### src/rtl/delay_tap_pkg.sv
// rtl/delay_tap_pkg.sv - shared constants, default tap delays and circular address helper for delay_tap_scheduler
package delay_tap_pkg;

    localparam int MAX_ADDR_DEF = 90000;

    localparam logic [1:0] S_IDLE  = 2'd0;
    localparam logic [1:0] S_WRITE = 2'd1;
    localparam logic [1:0] S_READ  = 2'd2;
    localparam logic [1:0] S_DRAIN = 2'd3;

    // Tables wider than eight taps repeat the eight-entry default pattern
    function automatic logic [31:0] default_delay(input int unsigned i);
        case (i % 8)
            0:       return 32'd21000;
            1:       return 32'd32000;
            2:       return 32'd47000;
            3:       return 32'd63000;
            4:       return 32'd54000;
            5:       return 32'd8800;
            6:       return 32'd38500;
            default: return 32'd69500;
        endcase
    endfunction

    function automatic logic [31:0] circ_sub(input logic [31:0] base, input logic [31:0] delta,
                                             input logic [31:0] max_addr);
        if (base >= delta) return base - delta;
        else               return base + max_addr - delta;
    endfunction

endpackage

### src/rtl/delay_tap_scheduler_table.sv
// rtl/delay_tap_scheduler_table.sv - delay_tap_table: shadow/active tap tables with clamping and deferred commit (TAP_GAIN_EN adds per-tap shift)
module delay_tap_table
    import delay_tap_pkg::*;
#(
    parameter int ADDR_W   = 17,
    parameter int MAX_ADDR = MAX_ADDR_DEF,
    parameter int NUM_TAPS = 8,
    parameter int IDX_W    = 3
) (
    input  logic              clk,
    input  logic              rst,
    input  logic              idle,
    input  logic              sample_valid,
    input  logic              cfg_we,
    input  logic [IDX_W-1:0]  cfg_idx,
    input  logic [ADDR_W-1:0] cfg_delay,
    input  logic              cfg_commit,
    input  logic [IDX_W-1:0]  rd_idx,
`ifdef TAP_GAIN_EN
    input  logic [2:0]        cfg_shift,
    output logic [2:0]        rd_shift,
`endif
    output logic [ADDR_W-1:0] rd_delay
);

    logic [ADDR_W-1:0] shadow_d [NUM_TAPS];
    logic [ADDR_W-1:0] active_d [NUM_TAPS];
    logic [ADDR_W-1:0] shadow_d_next [NUM_TAPS];
    logic              pending;
    logic              copy_now;
    logic              load;

    function automatic logic [ADDR_W-1:0] clamp(input logic [31:0] v);
        if (v >= 32'(MAX_ADDR)) return ADDR_W'(MAX_ADDR - 1);
        else                    return v[ADDR_W-1:0];
    endfunction

    assign copy_now = cfg_commit && idle && !sample_valid;
    // A pending commit lands on the cycle the next sample is accepted, before its reads
    assign load     = copy_now || (idle && sample_valid && pending);
    assign rd_delay = active_d[rd_idx];

    always_comb begin
        shadow_d_next = shadow_d;
        if (cfg_we) shadow_d_next[cfg_idx] = clamp(32'(cfg_delay));
    end

    always_ff @(posedge clk or posedge rst) begin
        if (rst) begin
            for (int i = 0; i < NUM_TAPS; i++) begin
                shadow_d[i] <= clamp(default_delay(i));
                active_d[i] <= clamp(default_delay(i));
            end
            pending <= 1'b0;
        end else begin
            shadow_d <= shadow_d_next;
            if (load) active_d <= shadow_d_next;
            if (cfg_commit && !copy_now) pending <= 1'b1;
            else if (idle && sample_valid) pending <= 1'b0;
        end
    end

`ifdef TAP_GAIN_EN
    logic [2:0] shadow_s [NUM_TAPS];
    logic [2:0] active_s [NUM_TAPS];
    logic [2:0] shadow_s_next [NUM_TAPS];

    assign rd_shift = active_s[rd_idx];

    always_comb begin
        shadow_s_next = shadow_s;
        if (cfg_we) shadow_s_next[cfg_idx] = cfg_shift;
    end

    always_ff @(posedge clk or posedge rst) begin
        if (rst) begin
            for (int i = 0; i < NUM_TAPS; i++) begin
                shadow_s[i] <= 3'd0;
                active_s[i] <= 3'd0;
            end
        end else begin
            shadow_s <= shadow_s_next;
            if (load) active_s <= shadow_s_next;
        end
    end
`endif

endmodule

### src/rtl/delay_tap_scheduler.sv
// rtl/delay_tap_scheduler.sv - per-sample write then NUM_TAPS tap reads of a delayline BRAM; macro TAP_GAIN_EN adds per-tap shift
module delay_tap_scheduler
    import delay_tap_pkg::*;
#(
    parameter int DATA_W   = 16,
    parameter int ADDR_W   = 17,
    parameter int MAX_ADDR = MAX_ADDR_DEF,
    parameter int NUM_TAPS = 8,
    parameter int IDX_W    = 3
) (
    input  logic              clk_50m,
    input  logic              rst,
    input  logic              sample_valid,
    input  logic [DATA_W-1:0] sample_in,
    output logic              busy,
    output logic [ADDR_W-1:0] mem_addr,
    output logic              mem_we,
    output logic [DATA_W-1:0] mem_din,
    input  logic [DATA_W-1:0] mem_dout,
    output logic              tap_valid,
    output logic [IDX_W-1:0]  tap_idx,
    output logic [DATA_W-1:0] tap_data,
    output logic              frame_done,
    input  logic              cfg_we,
    input  logic [IDX_W-1:0]  cfg_idx,
    input  logic [ADDR_W-1:0] cfg_delay,
`ifdef TAP_GAIN_EN
    input  logic [2:0]        cfg_shift,
`endif
    input  logic              cfg_commit,
    output logic              overrun
);

    localparam logic [IDX_W-1:0] LAST_TAP = IDX_W'(NUM_TAPS - 1);

    logic [1:0]        state;
    logic [ADDR_W-1:0] wptr;
    logic              p1_valid, p2_valid;
    logic [IDX_W-1:0]  p1_idx, p2_idx;
    logic [IDX_W-1:0]  lookup_idx;
    logic [ADDR_W-1:0] rd_delay;
    logic [31:0]       tap_addr_full;
    logic [ADDR_W-1:0] tap_addr;
    logic [DATA_W-1:0] tap_value;

    // p1 tracks the tap whose address is on the bus; p2 the tap whose data is on mem_dout
    assign lookup_idx    = (state == S_READ) ? p1_idx + IDX_W'(1) : '0;
    assign tap_addr_full = circ_sub(32'(wptr), 32'(rd_delay), 32'(MAX_ADDR));
    assign tap_addr      = tap_addr_full[ADDR_W-1:0];

    delay_tap_table #(
        .ADDR_W   (ADDR_W),
        .MAX_ADDR (MAX_ADDR),
        .NUM_TAPS (NUM_TAPS),
        .IDX_W    (IDX_W)
    ) u_table (
        .clk          (clk_50m),
        .rst          (rst),
        .idle         (state == S_IDLE),
        .sample_valid (sample_valid),
        .cfg_we       (cfg_we),
        .cfg_idx      (cfg_idx),
        .cfg_delay    (cfg_delay),
        .cfg_commit   (cfg_commit),
        .rd_idx       (lookup_idx),
`ifdef TAP_GAIN_EN
        .cfg_shift    (cfg_shift),
        .rd_shift     (rd_shift),
`endif
        .rd_delay     (rd_delay)
    );

`ifdef TAP_GAIN_EN
    logic [2:0] rd_shift, p1_shift, p2_shift;

    always_ff @(posedge clk_50m or posedge rst) begin
        if (rst) begin
            p1_shift <= 3'd0;
            p2_shift <= 3'd0;
        end else begin
            p1_shift <= rd_shift;
            p2_shift <= p1_shift;
        end
    end

    assign tap_value = $signed(mem_dout) >>> p2_shift;
`else
    assign tap_value = mem_dout;
`endif

    always_ff @(posedge clk_50m or posedge rst) begin
        if (rst) begin
            state      <= S_IDLE;
            wptr       <= '0;
            busy       <= 1'b0;
            mem_addr   <= '0;
            mem_we     <= 1'b0;
            mem_din    <= '0;
            p1_valid   <= 1'b0;
            p1_idx     <= '0;
            p2_valid   <= 1'b0;
            p2_idx     <= '0;
            tap_valid  <= 1'b0;
            tap_idx    <= '0;
            tap_data   <= '0;
            frame_done <= 1'b0;
            overrun    <= 1'b0;
        end else begin
            mem_we     <= 1'b0;
            p2_valid   <= p1_valid;
            p2_idx     <= p1_idx;
            tap_valid  <= p2_valid;
            tap_idx    <= p2_idx;
            tap_data   <= tap_value;
            frame_done <= p2_valid && (p2_idx == LAST_TAP);
            if (sample_valid && state != S_IDLE) overrun <= 1'b1;
            case (state)
                S_IDLE: if (sample_valid) begin
                    state    <= S_WRITE;
                    busy     <= 1'b1;
                    mem_we   <= 1'b1;
                    mem_addr <= wptr;
                    mem_din  <= sample_in;
                end
                S_WRITE: begin
                    state    <= S_READ;
                    mem_addr <= tap_addr;
                    p1_valid <= 1'b1;
                    p1_idx   <= '0;
                end
                S_READ: if (p1_idx == LAST_TAP) begin
                    state    <= S_DRAIN;
                    p1_valid <= 1'b0;
                end else begin
                    mem_addr <= tap_addr;
                    p1_idx   <= p1_idx + IDX_W'(1);
                end
                S_DRAIN: if (frame_done) begin
                    state <= S_IDLE;
                    busy  <= 1'b0;
                    wptr  <= (32'(wptr) == 32'(MAX_ADDR - 1)) ? '0 : wptr + ADDR_W'(1);
                end
                default: state <= S_IDLE;
            endcase
        end
    end

endmodule
### config.mk
export PLATFORM = sky130hd
export DESIGN_NAME = delay_tap_scheduler
export DESIGN_NICKNAME = d
export VERILOG_FILES = /design/src/rtl/delay_tap_pkg.sv /design/src/rtl/delay_tap_scheduler_table.sv /design/src/rtl/delay_tap_scheduler.sv
export SDC_FILE = /design/constraint.sdc
export NUM_CORES = 1
export LEC_CHECK = 0
export ABC_AREA = 1
export CAP_MARGIN = 0
export CORE_ASPECT_RATIO = 1.2
export CORE_UTILIZATION = 65
export CTS_CLUSTER_SIZE = 40
export DETAILED_ROUTE_END_ITERATION = 8
export GPL_ROUTABILITY_DRIVEN = 0
export PLACE_DENSITY_LB_ADDON = 0.05
export SYNTH_ARGS = -nofsm -noshare
export SYNTH_HDL_FRONTEND = slang
export SYNTH_SLANG_ARGS = --single-unit
### constraint.sdc
create_clock -name clk_50m -period 24.1 [get_ports clk_50m]
set_input_delay 4.82 -clock clk_50m [delete_from_list [all_inputs] [get_ports clk_50m]]
set_output_delay 4.82 -clock clk_50m [all_outputs]
set_load 0.05 [all_outputs]
Word level (Yosys, flattened, before mapping)
Index checks and enable logic that the tools add are counted.

storage, ports and cells
  input port bits = 57
  logic and storage cells = 108
  bits in registers = 357
  output and inout port bits = 57

cells by class
  bitwise logic cells = 2
  order comparisons = 5
  add/subtract/negate cells = 5
  muxes and demuxes = 30
  reductions and logical operators = 24
  equal/unequal tests = 10

operators with widths
  cell                      number
  $mux W17                  9
  $bwmux W136               1
  $mux W136                 1
  $bmux W17 S3              1
  $demux W17 S3             1
  $pmux W17 S3              1
  $sub A17 B17 Y17          2
  $add A17 B1 Y17 const B   1
  $add A17 B17 Y17 const B  1
  $eq A17 B17 Y1 const B    1
  $ge A17 B17 Y1            1
  $ge A17 B17 Y1 const B    1
  $reduce_and A3 Y1         3
  $ge A4 B4 Y1 const B      2
  $logic_and A1 B1 Y1       8
  $not A3 Y4                2
  $pmux W2 S4               1
  $reduce_and A2 Y1         4
  $reduce_bool A2 Y1        4
  $mux W1                   7
  $eq A3 B3 Y1 const B      2
  $mux W2                   3
  $mux W3                   2
  $ne A2 B2 Y1 const B      3
  11 further kinds          14

Longest topological paths before layout
  depth in word-level cells = 10
  gate-level depth with buffers = 27
  mapped depth without buffers = 26

By module
A second synthesis with hierarchy kept.

unflattened totals
  cell total of the unflattened synthesis = 2317
  area total of the unflattened synthesis = 18819.3 µm²

modules (own cells, without submodules)
  module               cells each  sequential area each (µm²)  times used  area an instance (µm²)
  delay_tap_table      1493        6971.7                      1           12934.9
  delay_tap_scheduler  824         2102.0                      1           5884.4

Worst setup path before layout
No wires, ideal clock.

  path type = input to register
  start = in cfg_delay[5]
  end = reg u_table.active_d[103] (netlist name)
  arrival = 5.887 ns
  setup time = 0.130 ns
  stages on the path = 10
  path buffers = 2
  path slack = 18.083 ns
  data required time = 23.970 ns
  cell sequence = nor2_1 -> inv_1 -> o2111ai_1 -> nand2_1 -> buf_6 -> nor2_2 -> buf_2 -> nand2_1 -> nand3_1 -> o21ai_0

on the way
  word-level cells in the longest chain between the ends = 5

ends and longest elaborated chain
  element                        RTL line                         RTL
  start, declared                delay_tap_scheduler.sv:26        input logic [ADDR_W-1:0] cfg_delay,
  $ge A17 B17 Y1                 delay_tap_scheduler_table.sv:34  if (v >= 32'(MAX_ADDR)) return ADDR_W'(MAX_ADDR - 1);
  $mux W17                       delay_tap_scheduler_table.sv:34
  $mux W17                       delay_tap_scheduler_table.sv:45  if (cfg_we) shadow_d_next[cfg_idx] = clamp(32'(cfg_delay));
  $bwmux W136                    delay_tap_scheduler_table.sv:45
  $mux W136                      delay_tap_scheduler_table.sv:45
  end signal, assigned by index  delay_tap_scheduler_table.sv:52  active_d[i] <= clamp(default_delay(i));
  end signal, assigned           delay_tap_scheduler_table.sv:57  if (load) active_d <= shadow_d_next;
  end, declared                  delay_tap_scheduler_table.sv:27  logic [ADDR_W-1:0] active_d [NUM_TAPS];

No other way between the ends. The select of a mux whose other input is x is not followed.
A chain may end at the register's enable or synchronous reset.

Worst setup path in the final report
  start = in sample_valid
  end = reg u_table.active_d[79] (netlist name)

on the way
  word-level cells in the longest chain between the ends = 3
  elaborated cells between the ends (all ways) = 5
  classes of those cells = 5 x reduce/logical

ends and longest elaborated chain
  element                                                         RTL line                                                          RTL
  start, declared                                                 delay_tap_scheduler.sv:13                                         input logic sample_valid,
  $logic_not A1 Y1 / $logic_and A1 B1 Y1 (equally long branches)  delay_tap_scheduler_table.sv:38, delay_tap_scheduler_table.sv:40
  $logic_and A1 B1 Y1 (on tied branches)                          delay_tap_scheduler_table.sv:38, delay_tap_scheduler_table.sv:40
  $logic_or A1 B1 Y1 *                                            delay_tap_scheduler_table.sv:40                                   assign load = copy_now || (idle && sample_valid && pending);

Mark *: on every way between the ends. The rest lies on a longest branch, timed or not.

==> qor.yml <==
ant_nets: 0
routed_via_density: 5.74
clk_pin_slew_ns: 0.06
synthAdderAreaFrac_pct: 4.15
rsz0062_at_grt: "false"
synthFlopType: "dfrtp_1"
crit_path_start: "sample_valid"
overflow: 0
cts_root_buf: "clkbuf_16"
synthCells: 2158
dr.first_iter.drc_count: 1256
synth-simple-area-share_pct: 23.9
die_area_sq_mm: 0.0284
power.total_w: 0.00138
postSynthAreaPerCell_sq_um: 8.35
cts_tree: "yes"
boundaryPins: 114
antenna_found_initial: 0
gr-usage-all-layers_pct: 32.8
start_kind: "input pin"
rows: 66
fin_crit_ns: 7.43
ff2ff_setup_slack_ns: 18.42
end_kind: "flop"
grt_pass1_vias: 14600
vias: 14900
drc: 0
synth_mux_area_share_pct: 0
crit_slowest_cell: "buf_4"
synth_edf_count: 0
cpMostUsedCell: "buf_4"
crit_chain: "clkdlybuf4s50_1 > nand2_1 > o21ai_4 > buf_4 > buf_4 > o21ai_0"
cap_violations: 0
ys_async_sr_fraction_pct: 100
htreeDepth: 2
synth-compound-area-share_pct: 13.6
setup_viol: 0
dpl.hpwl_mm: 29.7
clock_sinks: 357
worst_hold_path_type: "reg2reg"
nets: 2343
drtPass1Iterations: 6
power-per-cell-area_mw_per_mm2: 67.4
placedCellCount: 2533
cts_buffers: 36
worstHoldStart: "p2_idx[0]"
ys.warnings.count: 0
area_growth_pct: 13.4
clock_skew_ns: 0.0193
crit_fanout: 105
cts-resized-gates: 0
hold_viol: 0
path_class: "in2reg"
p_leak_nw: 9.78
r2r_start: "p1_idx[0]"
io_buffers: 113
tightest_slew_ns: 1.16
yosys_register_bits: 357
fin_tns_setup_ns: 0
grt_pass1_wl_mm: 73.1
cp.required_ns: 24.44
grt_max_degree: 160
avgRoutedWirePerCell_um: 17.5
fmax_mhz: 135
fp.dieW_um: 154
status: "complete, no violations"
final_cell_mix: "673 x nand2_1, 245 x dfrtp_1, 210 x inv_1, 148 x o21ai_0, 120 x nand3_1"
synth_seq_area_share_pct: 50.3
vdd_drop_max_mv: 0.0677
diodes: 0
cts_setup_buffers: 0
yosysUniqueCellTypes: 46
slew_headroom_pct: 22.2
synthesis.area_sq_mm: 0.0180
clk_latency_ns: 0.52
synth-xor-area-share_pct: 0.729
synth_top_family_by_area: "simple AND/OR/NAND/NOR gates"
crit_arrival_ns: 7.77
final_common_cell: "nand2_1"
syn_nets: 2270
slew_violations: 0
finalCritPeriodShare_pct: 30.8
die_h_um: 184
finalNonFillerCells: 2596
drive_gt1_share_pct: 14.8
max_stage_delay_ns: 0.91
core_sq_mm: 0.0272
ctsHoldBuffers: 0
wirelength_mm: 45.4
start_util_pct: 66.3
cts_buffer_depth: 3
-- Yosys cell counts, types with 3 or more instances --
library cell	n	area share, %
o21ai_0	149	4.1
o221ai_1	6	0.29
a21o_1	4	0.17
nand3_1	120	3.3
nor4_1	3	0.10
buf_6	3	0.19
a21boi_2	24	1.5
nor2_2	8	0.28
nand2_1	673	14
o21ai_1	12	0.33
a21boi_0	56	2.3
ha_1	47	3.3
o21a_1	4	0.17
a221oi_1	8	0.39
a211oi_1	4	0.17
buf_2	38	1.1
clkbuf_1	40	0.83
or2_2	82	2.8
nor2_1	100	2.1
inv_1	211	4.4
o21ai_2	18	0.87
nor3_1	13	0.36
nand4_1	15	0.52
o31ai_1	4	0.17
inv_2	7	0.15
o211ai_1	10	0.42
fa_1	8	0.89
buf_1	4	0.083
xnor2_1	4	0.19
a21oi_1	84	2.3
buf_4	11	0.46
xor2_1	11	0.53
dfstp_2	112	16
nand2_2	4	0.14
dfrtp_1	245	34
-- path summary, 6_finish.rpt --
path / depth (start not counted) / endpoint
worst max-delay path: 6 / u_table.active_d[79]
worst min-delay path: 0 / tap_idx[0]
worst max register to register: 20 / mem_addr[15]
worst min register to register: 0 / tap_idx[0]
max in group asynchronous: 3 / mem_din[10]
min in group asynchronous: 2 / u_table.shadow_d[1]
-- state kept, by name, indices dropped and copies added, names as in the netlist --
name              count
p2_idx                3
tap_idx               3
mem_we                1
mem_din              16
wptr                 17
u_table.pending       1
overrun               1
u_table.active_d    136
busy                  1
frame_done            1
p1_valid              1
mem_addr             17
tap_valid             1
tap_data             16
state                 2
u_table.shadow_d    136
p1_idx                3
p2_valid              1
-- power breakdown --
part | switching [W] | internal [W]
Sequential | 0.0000132 | 0.000665
Combinational | 0.0000856 | 0.0000652
Clock | 0.000229 | 0.000320
-- area by class of cell --
| cell class | count | area [sq um] |
|---|---|---|
| Fill cell | 1958 | 6730 |
| Tap cell | 340 | 425 |
| Sequential cell | 357 | 9070 |
| Multi-Input combinational cell | 1484 | 7680 |
| Clock inverter | 7 | 91.3 |
| Timing Repair Buffer | 131 | 1280 |
| Inverter | 221 | 842 |
| Clock buffer | 56 | 1050 |
-- logic make-up after synthesis --
family,count (synthesis)
simple gates,1023
compound gates,391
flops,357
buf+inv,317
fa+ha+maj,55
xor+xnor,15
-- stage by stage --
stage                     setup WS (ns)  instance area [sq um]  util [%]  hold slack (ns)
final                             16.67                  20400      75.2            0.372
after global placement            16.20                  19300      71.0            0.358
after floorplan                    9.56                  18000         -            0.348
after CTS                         16.73                  20400      75.2            0.374
after global routing              16.41                  20400      75.2            0.383
after detailed placement          16.20                  19300      71.0            0.362
-- worst max-delay path: cells and delay by family --
| family | cells | cell delay [ns] |
|---|---|---|
| AOI/OAI and AO/OA | 2 | 0.47 |
| buffers and inverters | 3 | 1.96 |
| and+or+nand+nor | 1 | 0.40 |
-- per-layer routing --
metal | vias to the layer above | global-route usage [%] | routed length, um
met5 | - | 0 | 0
met1 | 7181 | 39.3 | 17800
met3 | 153 | 4.91 | 2660
met2 | 525 | 57.8 | 22800
li1 | 7047 | - | -
met4 | 0 | 16.7 | 2210
(Power assumes the default switching activity.)
